==> src/rtl/eth_pkg.sv <==
// Shared definitions for the Ethernet receive-side unpacker.
//   STAT_W    : width of the saturating status counters
//   BCAST_MAC : broadcast destination address
//   state_t   : frame FSM encoding (IDLE / PASS / DROP)
//   sat_inc   : increment that sticks at all-ones
package eth_pkg;

  localparam int unsigned STAT_W    = 16;
  localparam logic [47:0] BCAST_MAC = '1;

  typedef enum logic [1:0] {
    IDLE = 2'd0,
    PASS = 2'd1,
    DROP = 2'd2
  } state_t;

  function automatic logic [STAT_W-1:0] sat_inc(input logic [STAT_W-1:0] v);
    return (v == '1) ? v : v + STAT_W'(1);
  endfunction

endpackage

==> src/rtl/axis_skid_buf.sv <==
// Two-entry register slice for a valid/ready stream.
// One cycle from input accept to m_valid; sustains one beat per clock while
// m_ready is high; output held stable while m_valid & !m_ready.
//   clk, rst          : clock, asynchronous active-high reset
//   s_data/valid/ready: upstream side (s_ready = not full)
//   m_data/valid/ready: downstream side
module axis_skid_buf #(
  parameter int unsigned DATA_W = 10
) (
  input  logic              clk,
  input  logic              rst,
  input  logic [DATA_W-1:0] s_data,
  input  logic              s_valid,
  output logic              s_ready,
  output logic [DATA_W-1:0] m_data,
  output logic              m_valid,
  input  logic              m_ready
);

  logic [DATA_W-1:0] mem [2];
  logic              wr_ptr;
  logic              rd_ptr;
  logic [1:0]        count;
  logic              push;
  logic              pop;

  assign s_ready = (count != 2'd2);
  assign m_valid = (count != 2'd0);
  assign m_data  = mem[rd_ptr];
  assign push    = s_valid & s_ready;
  assign pop     = m_valid & m_ready;

  always_ff @(posedge clk or posedge rst) begin
    if (rst) begin
      mem[0] <= '0;
      mem[1] <= '0;
      wr_ptr <= 1'b0;
      rd_ptr <= 1'b0;
      count  <= '0;
    end else begin
      if (push) begin
        mem[wr_ptr] <= s_data;
        wr_ptr      <= ~wr_ptr;
      end
      if (pop) rd_ptr <= ~rd_ptr;
      case ({push, pop})
        2'b10:   count <= count + 2'd1;
        2'b01:   count <= count - 2'd1;
        default: count <= count;
      endcase
    end
  end

endmodule

==> src/rtl/eth_unpack.sv <==
// Receive-side frame unpacker: filters decoded Ethernet frames on destination
// MAC and EtherType, strips the header and forwards the payload bytes as an
// 8-bit stream with tlast/tuser, truncating at MAX_LEN bytes.
//   clk, rst                  : eth_clk, asynchronous active-high reset
//   s_eth_hdr_*               : header handshake and fields
//   s_eth_payload_axis_*      : payload byte stream in (tuser valid with tlast)
//   m_frame_axis_*            : payload byte stream out (tuser = bad/truncated)
//   m_last_src_mac            : source MAC of the last accepted frame
//   stat_good/drop/err_frames : saturating frame counters
module eth_unpack
  import eth_pkg::*;
#(
  parameter logic [47:0] LOCAL_MAC    = 48'h02_00_00_00_00_01,
  parameter logic [15:0] ETH_TYPE     = 16'h88B5,
  parameter bit          ACCEPT_BCAST = 1'b1,
  parameter int unsigned MAX_LEN      = 1500
) (
  input  logic              clk,
  input  logic              rst,
  input  logic              s_eth_hdr_valid,
  output logic              s_eth_hdr_ready,
  input  logic [47:0]       s_eth_dest_mac,
  input  logic [47:0]       s_eth_src_mac,
  input  logic [15:0]       s_eth_type,
  input  logic [7:0]        s_eth_payload_axis_tdata,
  input  logic              s_eth_payload_axis_tvalid,
  output logic              s_eth_payload_axis_tready,
  input  logic              s_eth_payload_axis_tlast,
  input  logic              s_eth_payload_axis_tuser,
  output logic [7:0]        m_frame_axis_tdata,
  output logic              m_frame_axis_tvalid,
  input  logic              m_frame_axis_tready,
  output logic              m_frame_axis_tlast,
  output logic              m_frame_axis_tuser,
  output logic [47:0]       m_last_src_mac,
  output logic [STAT_W-1:0] stat_good_frames,
  output logic [STAT_W-1:0] stat_drop_frames,
  output logic [STAT_W-1:0] stat_err_frames
);

  localparam logic [15:0] LIMIT      = 16'(MAX_LEN);
  localparam logic [15:0] LIMIT_LAST = 16'(MAX_LEN - 1);

  state_t      state;
  state_t      state_nxt;
  logic [15:0] byte_cnt;
  logic        pass_hit;
  logic        hdr_fire;
  logic        beat;
  logic        at_limit;
  logic        over_limit;
  logic        fwd;
  logic        frame_end;
  logic        out_last;
  logic        out_user;
  logic        skid_ready;
  logic [9:0]  skid_out;

  assign pass_hit = (s_eth_type == ETH_TYPE) &&
                    ((s_eth_dest_mac == LOCAL_MAC) ||
                     (ACCEPT_BCAST && (s_eth_dest_mac == BCAST_MAC)));

  assign hdr_fire   = s_eth_hdr_valid & s_eth_hdr_ready;
  assign beat       = s_eth_payload_axis_tvalid & s_eth_payload_axis_tready;
  // byte_cnt stops at LIMIT, so over_limit marks a truncated frame
  assign over_limit = (byte_cnt >= LIMIT);
  assign at_limit   = (byte_cnt == LIMIT_LAST);
  assign fwd        = (state == PASS) && beat && !over_limit;
  assign frame_end  = beat && s_eth_payload_axis_tlast;

  // A frame of exactly MAX_LEN bytes ends normally; only a byte at the limit
  // without input tlast marks the frame as truncated.
  assign out_last = s_eth_payload_axis_tlast | at_limit;
  assign out_user = s_eth_payload_axis_tlast ? s_eth_payload_axis_tuser : at_limit;

  always_ff @(posedge clk or posedge rst) begin
    if (rst) state <= IDLE;
    else     state <= state_nxt;
  end

  always_comb begin
    state_nxt                 = state;
    s_eth_hdr_ready           = 1'b0;
    s_eth_payload_axis_tready = 1'b0;
    case (state)
      IDLE: begin
        s_eth_hdr_ready = !rst;
        if (s_eth_hdr_valid && !rst) state_nxt = pass_hit ? PASS : DROP;
      end
      PASS: begin
        s_eth_payload_axis_tready = skid_ready;
        if (s_eth_payload_axis_tvalid && skid_ready && s_eth_payload_axis_tlast)
          state_nxt = IDLE;
      end
      DROP: begin
        s_eth_payload_axis_tready = 1'b1;
        if (s_eth_payload_axis_tvalid && s_eth_payload_axis_tlast)
          state_nxt = IDLE;
      end
      default: state_nxt = IDLE;
    endcase
  end

  always_ff @(posedge clk or posedge rst) begin
    if (rst) begin
      byte_cnt         <= '0;
      m_last_src_mac   <= '0;
      stat_good_frames <= '0;
      stat_drop_frames <= '0;
      stat_err_frames  <= '0;
    end else begin
      if (hdr_fire) begin
        byte_cnt <= '0;
        if (pass_hit) m_last_src_mac <= s_eth_src_mac;
      end else if (fwd) begin
        byte_cnt <= byte_cnt + 16'd1;
      end

      if (frame_end && (state == DROP))
        stat_drop_frames <= sat_inc(stat_drop_frames);

      if (frame_end && (state == PASS)) begin
        if (over_limit || s_eth_payload_axis_tuser)
          stat_err_frames <= sat_inc(stat_err_frames);
        else
          stat_good_frames <= sat_inc(stat_good_frames);
      end
    end
  end

  axis_skid_buf #(
    .DATA_W(10)
  ) u_skid (
    .clk     (clk),
    .rst     (rst),
    .s_data  ({out_user, out_last, s_eth_payload_axis_tdata}),
    .s_valid (fwd),
    .s_ready (skid_ready),
    .m_data  (skid_out),
    .m_valid (m_frame_axis_tvalid),
    .m_ready (m_frame_axis_tready)
  );

  assign m_frame_axis_tuser = skid_out[9];
  assign m_frame_axis_tlast = skid_out[8];
  assign m_frame_axis_tdata = skid_out[7:0];

endmodule

==> config.mk <==
export PLATFORM = sky130hd
export DESIGN_NAME = eth_unpack
export DESIGN_NICKNAME = d
export VERILOG_FILES = /design/src/rtl/eth_pkg.sv /design/src/rtl/axis_skid_buf.sv /design/src/rtl/eth_unpack.sv
export SDC_FILE = /design/constraint.sdc
export NUM_CORES = 1
export LEC_CHECK = 0
export CAP_MARGIN = 20
export CORE_ASPECT_RATIO = 1.4
export CORE_MARGIN = 3
export CORE_UTILIZATION = 45
export CTS_CLUSTER_DIAMETER = 200
export DETAILED_ROUTE_END_ITERATION = 8
export DONT_BUFFER_PORTS = 1
export PLACE_DENSITY_LB_ADDON = 0.1
export SLEW_MARGIN = 20
export SYNTH_ARGS = -nofsm -noshare
export SYNTH_HDL_FRONTEND = slang
export SYNTH_HIERARCHICAL = 1
export SYNTH_SLANG_ARGS = --single-unit
==> constraint.sdc <==
create_clock -name clk -period 2.2 [get_ports clk]
set_input_delay 0.22 -clock clk [delete_from_list [all_inputs] [get_ports clk]]
set_output_delay 0.22 -clock clk [all_outputs]
set_load 0.005 [all_outputs]
=== Word level (Yosys, flattened, before mapping) ===
Cells that the tools add are included.
Widths: inputs -> output; s select.

* Register bits: 138
* Bits in latches: 0
* RAM bits: 0
* ROM bits: 0
* Output and inout bits: 109
* Memories: 0

* $add $sub $neg: 6
* Multiply operators: 0
* Divide/modulo/power cells: 0
* Magnitude comparators: 4
* Equality and inequality tests: 15
* Shifts and indexed selects: 0
* Multiplexer cells: 17
* Bitwise logic cells: 13
* Reductions and logical operators: 24

{| class="wikitable"
|+ Operator list
! cell !! count
|-
| $add 16x1->16 const B || 4
|-
| $eq 16x16->1 const B || 4
|-
| $eq 48x42->1 const B || 1
|-
| $eq 48x48->1 const B || 1
|-
| $mux 10 || 4
|-
| $mux 16 || 2
|-
| $bwmux 20 || 1
|-
| $eq 16x11->1 const B || 1
|-
| $ge 16x11->1 const B || 1
|-
| $logic_and 1x1->1 || 11
|-
| $demux 10 s1 || 1
|-
| $reduce_and 3->1 || 3
|-
| $mux 2 || 4
|-
| $ne 2x2->1 const B || 3
|-
| $not 1->1 || 6
|-
| $pmux 2 s3 || 1
|-
| $reduce_bool 2->1 || 3
|-
| $and 1x1->1 || 4
|-
| $eq 2x1->1 const B || 2
|-
| $eq 2x2->1 const B || 2
|-
| $ge 2x2->1 const B || 2
|-
| $not 1->2 || 2
|-
| $pmux 2 s2 || 1
|-
| $reduce_and 2->1 || 2
|-
| other kinds (10) || 13
|}

=== Longest topological paths before layout ===
Gate-level depths: netlist of run 1.

* Depth after elaboration: 8
* Gate-level depth with buffers: 9
* Mapped depth without buffers: 9

=== By module ===
Netlist of run 1, hierarchy kept.

{| class="wikitable"
|+ By module, submodules not included
! module !! times used !! cells an instance !! area an instance (µm²) !! sequential area each (µm²)
|-
| eth_unpack || 1 || 454 || 5356.4 || 2852.7
|-
| axis_skid_buf || 1 || 71 || 1119.8 || 600.6
|}

=== Worst setup path before layout of run 1 ===
Ideal clock, no wire load.

* Path kind: input to register
* Start: in rst
* End: reg m_last_src_mac[0]
* Setup time: 128 ps
* Data arrival time: 3149 ps
* Required time: 2072 ps
* Setup slack: -1077 ps
* Cell stages on the path: 6
* Buffers on the path: 2
* Cells stage by stage: inv_2 nand3_1 a211oi_2 buf_2 buf_4 mux2_1

* Cells in the longest elaborated chain, start to end: 4

{| class="wikitable"
|+ RTL lines
! what !! RTL line !! text
|-
| start: declaration || eth_unpack.sv:19 || <nowiki>input logic rst,</nowiki>
|-
| $logic_not 1->1 (no line) || n/a ||
|-
| $mux 1 || eth_unpack.sv:85 || <nowiki>case (state)</nowiki>
|-
| $and 1x1->1 || eth_unpack.sv:63 || <nowiki>assign hdr_fire = s_eth_hdr_valid & s_eth_hdr_ready;</nowiki>
|-
| $reduce_and 2->1 (no line) || n/a ||
|-
| end signal: assignment || eth_unpack.sv:114 || <nowiki>if (pass_hit) m_last_src_mac <= s_eth_src_mac;</nowiki>
|-
| end: declaration || eth_unpack.sv:35 || <nowiki>output logic [47:0] m_last_src_mac,</nowiki>
|}

No other way between the ends.
A chain may end at the register's enable or synchronous reset.

=== Worst setup path in the final report of run 1 ===
* Start: reg byte_cnt[12]
* End: reg stat_good_frames[1]

* Cells in the longest elaborated chain, start to end: 4

{| class="wikitable"
|+ RTL lines
! what !! RTL line !! text
|-
| start: declaration || eth_unpack.sv:46 || <nowiki>logic [15:0] byte_cnt;</nowiki>
|-
| start signal: assignment || eth_unpack.sv:116 || <nowiki>byte_cnt <= byte_cnt + 16'd1;</nowiki>
|-
| $ge 16x11->1 || eth_unpack.sv:66 || <nowiki>assign over_limit = (byte_cnt >= LIMIT);</nowiki>
|-
| $logic_or 1x1->1 || eth_unpack.sv:123 || <nowiki>if (over_limit || s_eth_payload_axis_tuser)</nowiki>
|-
| $not 1->1 (no line) || n/a ||
|-
| $reduce_and 3->1 (no line) || n/a ||
|-
| end signal: assignment || eth_unpack.sv:126 || <nowiki>stat_good_frames <= sat_inc(stat_good_frames);</nowiki>
|-
| end: declaration || eth_unpack.sv:36 || <nowiki>output logic [STAT_W-1:0] stat_good_frames,</nowiki>
|}

No other way between the ends.

==> flow_summary.toml, run 1 <==
[min_path]
whs_path_depth = 3
hp-class = "input pin to flop"
holdPathEnd = "stat_good_frames[0]"
min_from = "s_eth_payload_axis_tuser"

[setup_path]
critPathRequiredTime_ps = 2490
critPathLaunch = "byte_cnt[12]"
critPathLaunchType = "flop"
end_kind = "flop"
setup.worst_path.class = "flop to flop"
critPathArrivalTime_ps = 2510
timing.rr.start = "byte_cnt[12]"
r2r_end = "stat_good_frames[1]"
cp_max_fo = 6
reg2reg_slack_ps = -20
r2r_cells = 6

[power]
ir_worst_vdd_v = 0.000474
p_per_area_mw_per_mm2 = 715
switching_power_mw = 1.39
clock_power_share = 0.491
swShare = 0.238
intPower_mw = 4.47
power_frac_comb = 0.062
leakage_nw = 3.87
seqPwrFrac = 0.446
total_power_mw = 5.86

[logic_synthesis]
synth_edf_count = 0
yosysUniqueCellTypes = 55
synth_nets = 661
synth_warnings = 6
synthTopCellsByArea = "dfrtp_1 53%, mux2_1 8.9%, xnor2_1 4.1%"
ys_async_sr_fraction = 1.00
ys_seq_elements = 138
syn_avg_cell_area_um2 = 12.3
synth_largest_area_cell = "dfrtp_1"
ys_seq_area_frac = 0.533
synth_top_area_frac = 0.533
synth-main-ff-cell = "dfrtp_1"
synth_area_mm2 = 0.00648
syn_inst = 525

[drt]
final_antenna_net_count = 0
drt-pass1-iter-count = 4
wirelength_um = 16200
vias_per_cell = 5.60
vias = 4636
drc = 0
drt-initial-drc-count = 226
routedWlPerCell_um = 19.6

[sta]
rsz0062_at_grt = "true"
relSlewSlack = 0.409
hold_viol = 0
min_period_ps = 2220
fin_setup_tns_ps = -31.0
fin_worst_skew_ps = 8.25
report.final.slew_viol_count = 0
setup_slack_ps = -19.8
worstMarginPinSlew_ps = 885
period_share = 1.01
finalSetupViolCount = 3
clock.fmax_mhz = 450

[layout]
drive_gt1_frac = 0.199
final_core_util = 0.587
fin_nets = 765
final_area_mm2 = 0.00820
final_cells = 828
layout_commonest_cell = "dfrtp_1"
final_cell_mix = "138 x dfrtp_1, 57 x dlygate4sd3_1, 51 x mux2_1"
area_growth_pct = 26.6

[global_routing]
grt_pass1_vias = 5024
grt_max_degree = 61
grt.total_usage = 0.210
antenna_found_initial = 1
grt_pass1_wl_um = 25900
globalRouteOverflowTotal = 0

[placed_design]
place_inst = 733
portBuffers = 0
gp_routability_congestion = 0.894
place_hpwl_um = 11800
place_area_mm2 = 0.00692

[clocking]
clock_latency_ps = 420
numCtsBuffers = 17
path_clk_slew_ps = 60
clockBufferDepth = 2
cts_tree = "yes"
cts_root_buffer = "clkbuf_16"
cts_sinks = 138
h-tree-depth = 4

[floorplan]
die_area_mm2 = 0.0159
die_h_um = 148
rows = 51
core_area_mm2 = 0.0140
fp.dieW_um = 107
start_util = 0.463
io_pins = 236

[job]
maxCapViolations = 0

[run_status]
violations = "negative setup slack"
status = "complete, but fails checks"
-- metrics by stage --
step	hold slack, ps	worst slack (ps)
2_1_floorplan	195	-40.2
3_3_place_gp	336	-26.7
3_5_place_dp	348	-85.2
4_1_cts	50.7	-23.1
5_1_grt	56.6	-122
6_report	58.4	-19.8
-- synth_stat cells (all sizes together), types with 4 or more instances --
master,number
buf,10
ha,9
nor3,20
nand2b,4
and3,11
nand4,30
nor4,25
and2,7
nand3,25
dfrtp,138
a21oi,5
nor2,24
mux2,81
inv,10
xor2,25
nand2,26
xnor2,30
-- state kept, by name, indices dropped and copies added (netlist names) --
name	flops
byte_cnt	16
u_skid/mem	20
u_skid/rd_ptr	1
stat_err_frames	16
u_skid/count	2
u_skid/wr_ptr	1
stat_good_frames	16
state	2
m_last_src_mac	48
stat_drop_frames	16
-- worst max-delay path by stage --
stage | endpoint | slack (ps) | cells after the start
2_1_floorplan | u_skid/mem[0] | -40 | 6
3_3_place_gp | stat_good_frames[11] | -30 | 5
3_5_place_dp | stat_good_frames[12] | -90 | 5
4_1_cts | u_skid/mem[3] | -20 | 5
5_1_grt | u_skid/count[1] | -120 | 8
6_report | stat_good_frames[1] | -20 | 6
-- power groups by stage --
stage                     Combinational, mW  Sequential (mW)  Clock, mW
after CTS                             0.372             2.62       2.95
final                                 0.366             2.62       2.88
after global placement                0.272             2.66          0
after global routing                  0.418             2.62       3.09
after detailed placement              0.284             2.66          0
after floorplan                       0.208             2.65          0
-- area by class of cell --
cell class              count  area (µm²)
well taps                 185         231
fillers                  1093        5770
flip-flops and latches    138        3450
inverters                  10        45.0
clock buffers              19         443
diodes                      1        2.50
repair buffers             96         883
multi-input cells         366        2990
clock inverters            13         156
-- kinds of logic after synthesis --
group | count (synthesis) | synth area share
buffers and inverters | 22 | 0.0185
adders and majority gates | 9 | 0.0174
and+or+nand+nor | 190 | 0.174
muxes | 82 | 0.148
AOI/OAI and AO/OA | 29 | 0.0342
xor gates and xnor gates | 55 | 0.0744
DFF | 138 | 0.533
-- worst max-delay path, cell delays in order (launching register included) --
cell and delay, ps:
dfrtp_1 370, or4_4 540, a211o_4 320, buf_4 150, nor3_4 230, nand2_1 150, mux2_1 330
-- layer usage --
| metal | global-route usage | routed length (µm) | vias up | share of wire |
|---|---|---|---|---|
| met4 | 0.0853 | 466 | 2 | 0.029 |
| met3 | 0.0843 | 1460 | 34 | 0.090 |
| met2 | 0.362 | 8530 | 210 | 0.53 |
| met5 | 0 | 12 | - | 0.00074 |
| met1 | 0.228 | 5730 | 2260 | 0.35 |
| li1 | - | - | 2130 | - |
-- timing repair --
item / in CTS / in global routing
gates cloned: 0 / 1
hold endpoints to repair: 202 / 0
buffers inserted: 3 / 1
pin swaps: 1 / 1
gates resized for setup: 4 / 8
endpoints found under the setup margin: 15 / 22
hold buffers: 57 / 0
Power figures use the tool's default switching activity.
==> run 2: changes to the inputs <==
Settings changed: CORE_UTILIZATION 45 to 40, GPL_ROUTABILITY_DRIVEN set to 0.
==> run 2 against run 1 <==
The flow still finishes with violations (negative setup slack). Sequential power hardly changed. Register-to-register slack hardly changed. Global-route usage is 2.7 points lower. Total power is 5.2% higher. Maximum frequency is 0.63% lower. Critical path depth stayed put. Utilization is 5.5 points lower. Combinational power is 4% higher. Clock-buffer cell count is 1 lower. Sequential cell count stayed put. Non-clock buffer count is 7 higher.
==> flow_summary.toml, run 2 (synthesized netlist as in run 1, its figures left out) <==
[setup_path]
timing.rr.start = "byte_cnt[12]"
path_cells = "or4_4 > a211o_4 > or3_4 > buf_6 > nor3_2 > xor2_1"
critPathLaunchType = "flop"
r2r_cells = 6
cp_max_fo = 7
r2r_end = "stat_good_frames[7]"
crit_buf_inv = 1
critPathArrivalTime_ps = 2560
cp_slowest_stage_delay_ps = 540
end_kind = "flop"
path_depth = 6
endpoint = "stat_good_frames[7]"
critPathRequiredTime_ps = 2530
crit_slowest_cell = "or4_4"
crit_family = "simple AND/OR/NAND/NOR gates"
setup.worst_path.class = "flop to flop"
critPathLaunch = "byte_cnt[12]"
reg2reg_slack_ps = -30

[power]
ir_worst_vdd_v = 0.000421
leakage_nw = 3.96
p_per_area_mw_per_mm2 = 736

[floorplan]
fp.dieW_um = 114
io_pins = 236
die_h_um = 157
rows = 54
core_area_mm2 = 0.0157
die_area_mm2 = 0.0178
start_util = 0.411

[layout]
drive_gt1_frac = 0.219
largest_reg_flops = 48
top_register = "m_last_src_mac"
layout_commonest_cell = "dfrtp_1"
final_cell_mix = "138 x dfrtp_1, 57 x dlygate4sd3_1, 51 x mux2_1"
top_regs = "m_last_src_mac: 48 flops, u_skid/mem: 20 flops"
fin_nets = 771
diodes = 0
area_growth_pct = 29.3

[sta]
relSlewSlack = 0.409
holdWs_ps = 105
fin_setup_tns_ps = -338
min_period_ps = 2230
clock.fmax_mhz = 448
finalSetupViolCount = 14
setup_slack_ps = -33.8
worstMarginPinSlew_ps = 886
rsz0062_at_grt = "true"
period_share = 1.02
report.final.slew_viol_count = 0
hold_viol = 0
fin_worst_skew_ps = 9.13

[drt]
vias_per_cell = 5.43
drc = 0
final_antenna_net_count = 0
routedWlPerCell_um = 18.9
wirelength_um = 16000
drt-pass1-iter-count = 4
vias = 4583
drt-initial-drc-count = 229

[clocking]
path_clk_slew_ps = 60
numCtsBuffers = 17
cts_tree = "yes"
h-tree-depth = 4
clockBufferDepth = 2
clock_latency_ps = 410
cts_sinks = 138
cts_root_buffer = "clkbuf_16"

[global_routing]
grt_max_degree = 62
globalRouteOverflowTotal = 0
grt_pass1_vias = 5095
grt_pass1_wl_um = 25700
antenna_found_initial = 0
grt.total_usage = 0.183

[placed_design]
place_hpwl_um = 11900
portBuffers = 0

[min_path]
hp-class = "input pin to flop"
min_from = "s_eth_payload_axis_tuser"

[run_status]
status = "complete, but fails checks"
violations = "negative setup slack"

[job]
maxCapViolations = 0
[run 2: changes by cell type in the layout (fill, tap and decap cells not counted), sizes merged]
cell      delta
and3         -1
clkinv       -2
clkinvlp     -2
clkbuf       -1
diode        -1
buf          +7
inv          +3
bufinv       +2
[run 2: timing repair]
action	in CTS	in global routing
resized for setup	6	18
endpoints found under the setup margin	17	39
hold endpoints to repair	202	0
pin swaps	3	4
setup buffers	2	5
hold buffers	57	0
[run 2: worst min-delay path: cells and delay by family]
kind	cells	cell delay, ps
multiplexers	1	130
AND/OR/NAND/NOR	2	130
[run 2: worst min-delay path by stage]
| stage | end | slack [ps] | cells past startpoint |
|---|---|---|---|
| 6_report | stat_good_frames[1] | 100 | 3 |
| 3_3_place_gp | state[1] | 350 | 2 |
| 5_1_grt | stat_good_frames[1] | 90 | 3 |
| 3_5_place_dp | byte_cnt[3] | 350 | 2 |
| 4_1_cts | u_skid/rd_ptr | 60 | 2 |
| 2_1_floorplan | byte_cnt[0] | 200 | 1 |
[run 2: layout make-up]
| cell class | instances | area (µm²) |
|---|---|---|
| clock inverters | 14 | 220 |
| fillers | 1357 | 7370 |
| inverters | 10 | 45.0 |
| multi-input cells | 365 | 3030 |
| well taps | 196 | 245 |
| repair buffers | 103 | 943 |
| flip-flops and latches | 138 | 3450 |
| clock buffers | 18 | 439 |
[run 2: power by group]
group / internal [mW] / switching, mW / leakage (nW)
logic: 0.179 / 0.203 / 1.72
registers: 2.57 / 0.0389 / 1.91
clock network: 1.99 / 1.19 / 0.326
total: 4.73 / 1.43 / 3.96
[run 2: per-stage QoR]
stage / setup slack [ps] / instance area, µm² / util / total power, mW / instances
floorplan: -40.2 / 6490 / - / 2.85 / 525
global placement: -21.8 / 6970 / 0.442 / 2.94 / 748
detailed placement: -66.6 / 6970 / 0.442 / 2.95 / 748
CTS: -60.7 / 8240 / 0.524 / 6.25 / 839
global route: -119 / 8370 / 0.532 / 6.41 / 844
finish: -33.8 / 8370 / 0.532 / 6.16 / 844
[run 2: routing by layer]
layer	track usage	vias to the layer above	routed length, µm
li1	-	2134	-
met1	0.192	2249	5730
met2	0.335	177	8700
met3	0.0538	23	1200
met4	0.0825	0	348
met5	0	-	0
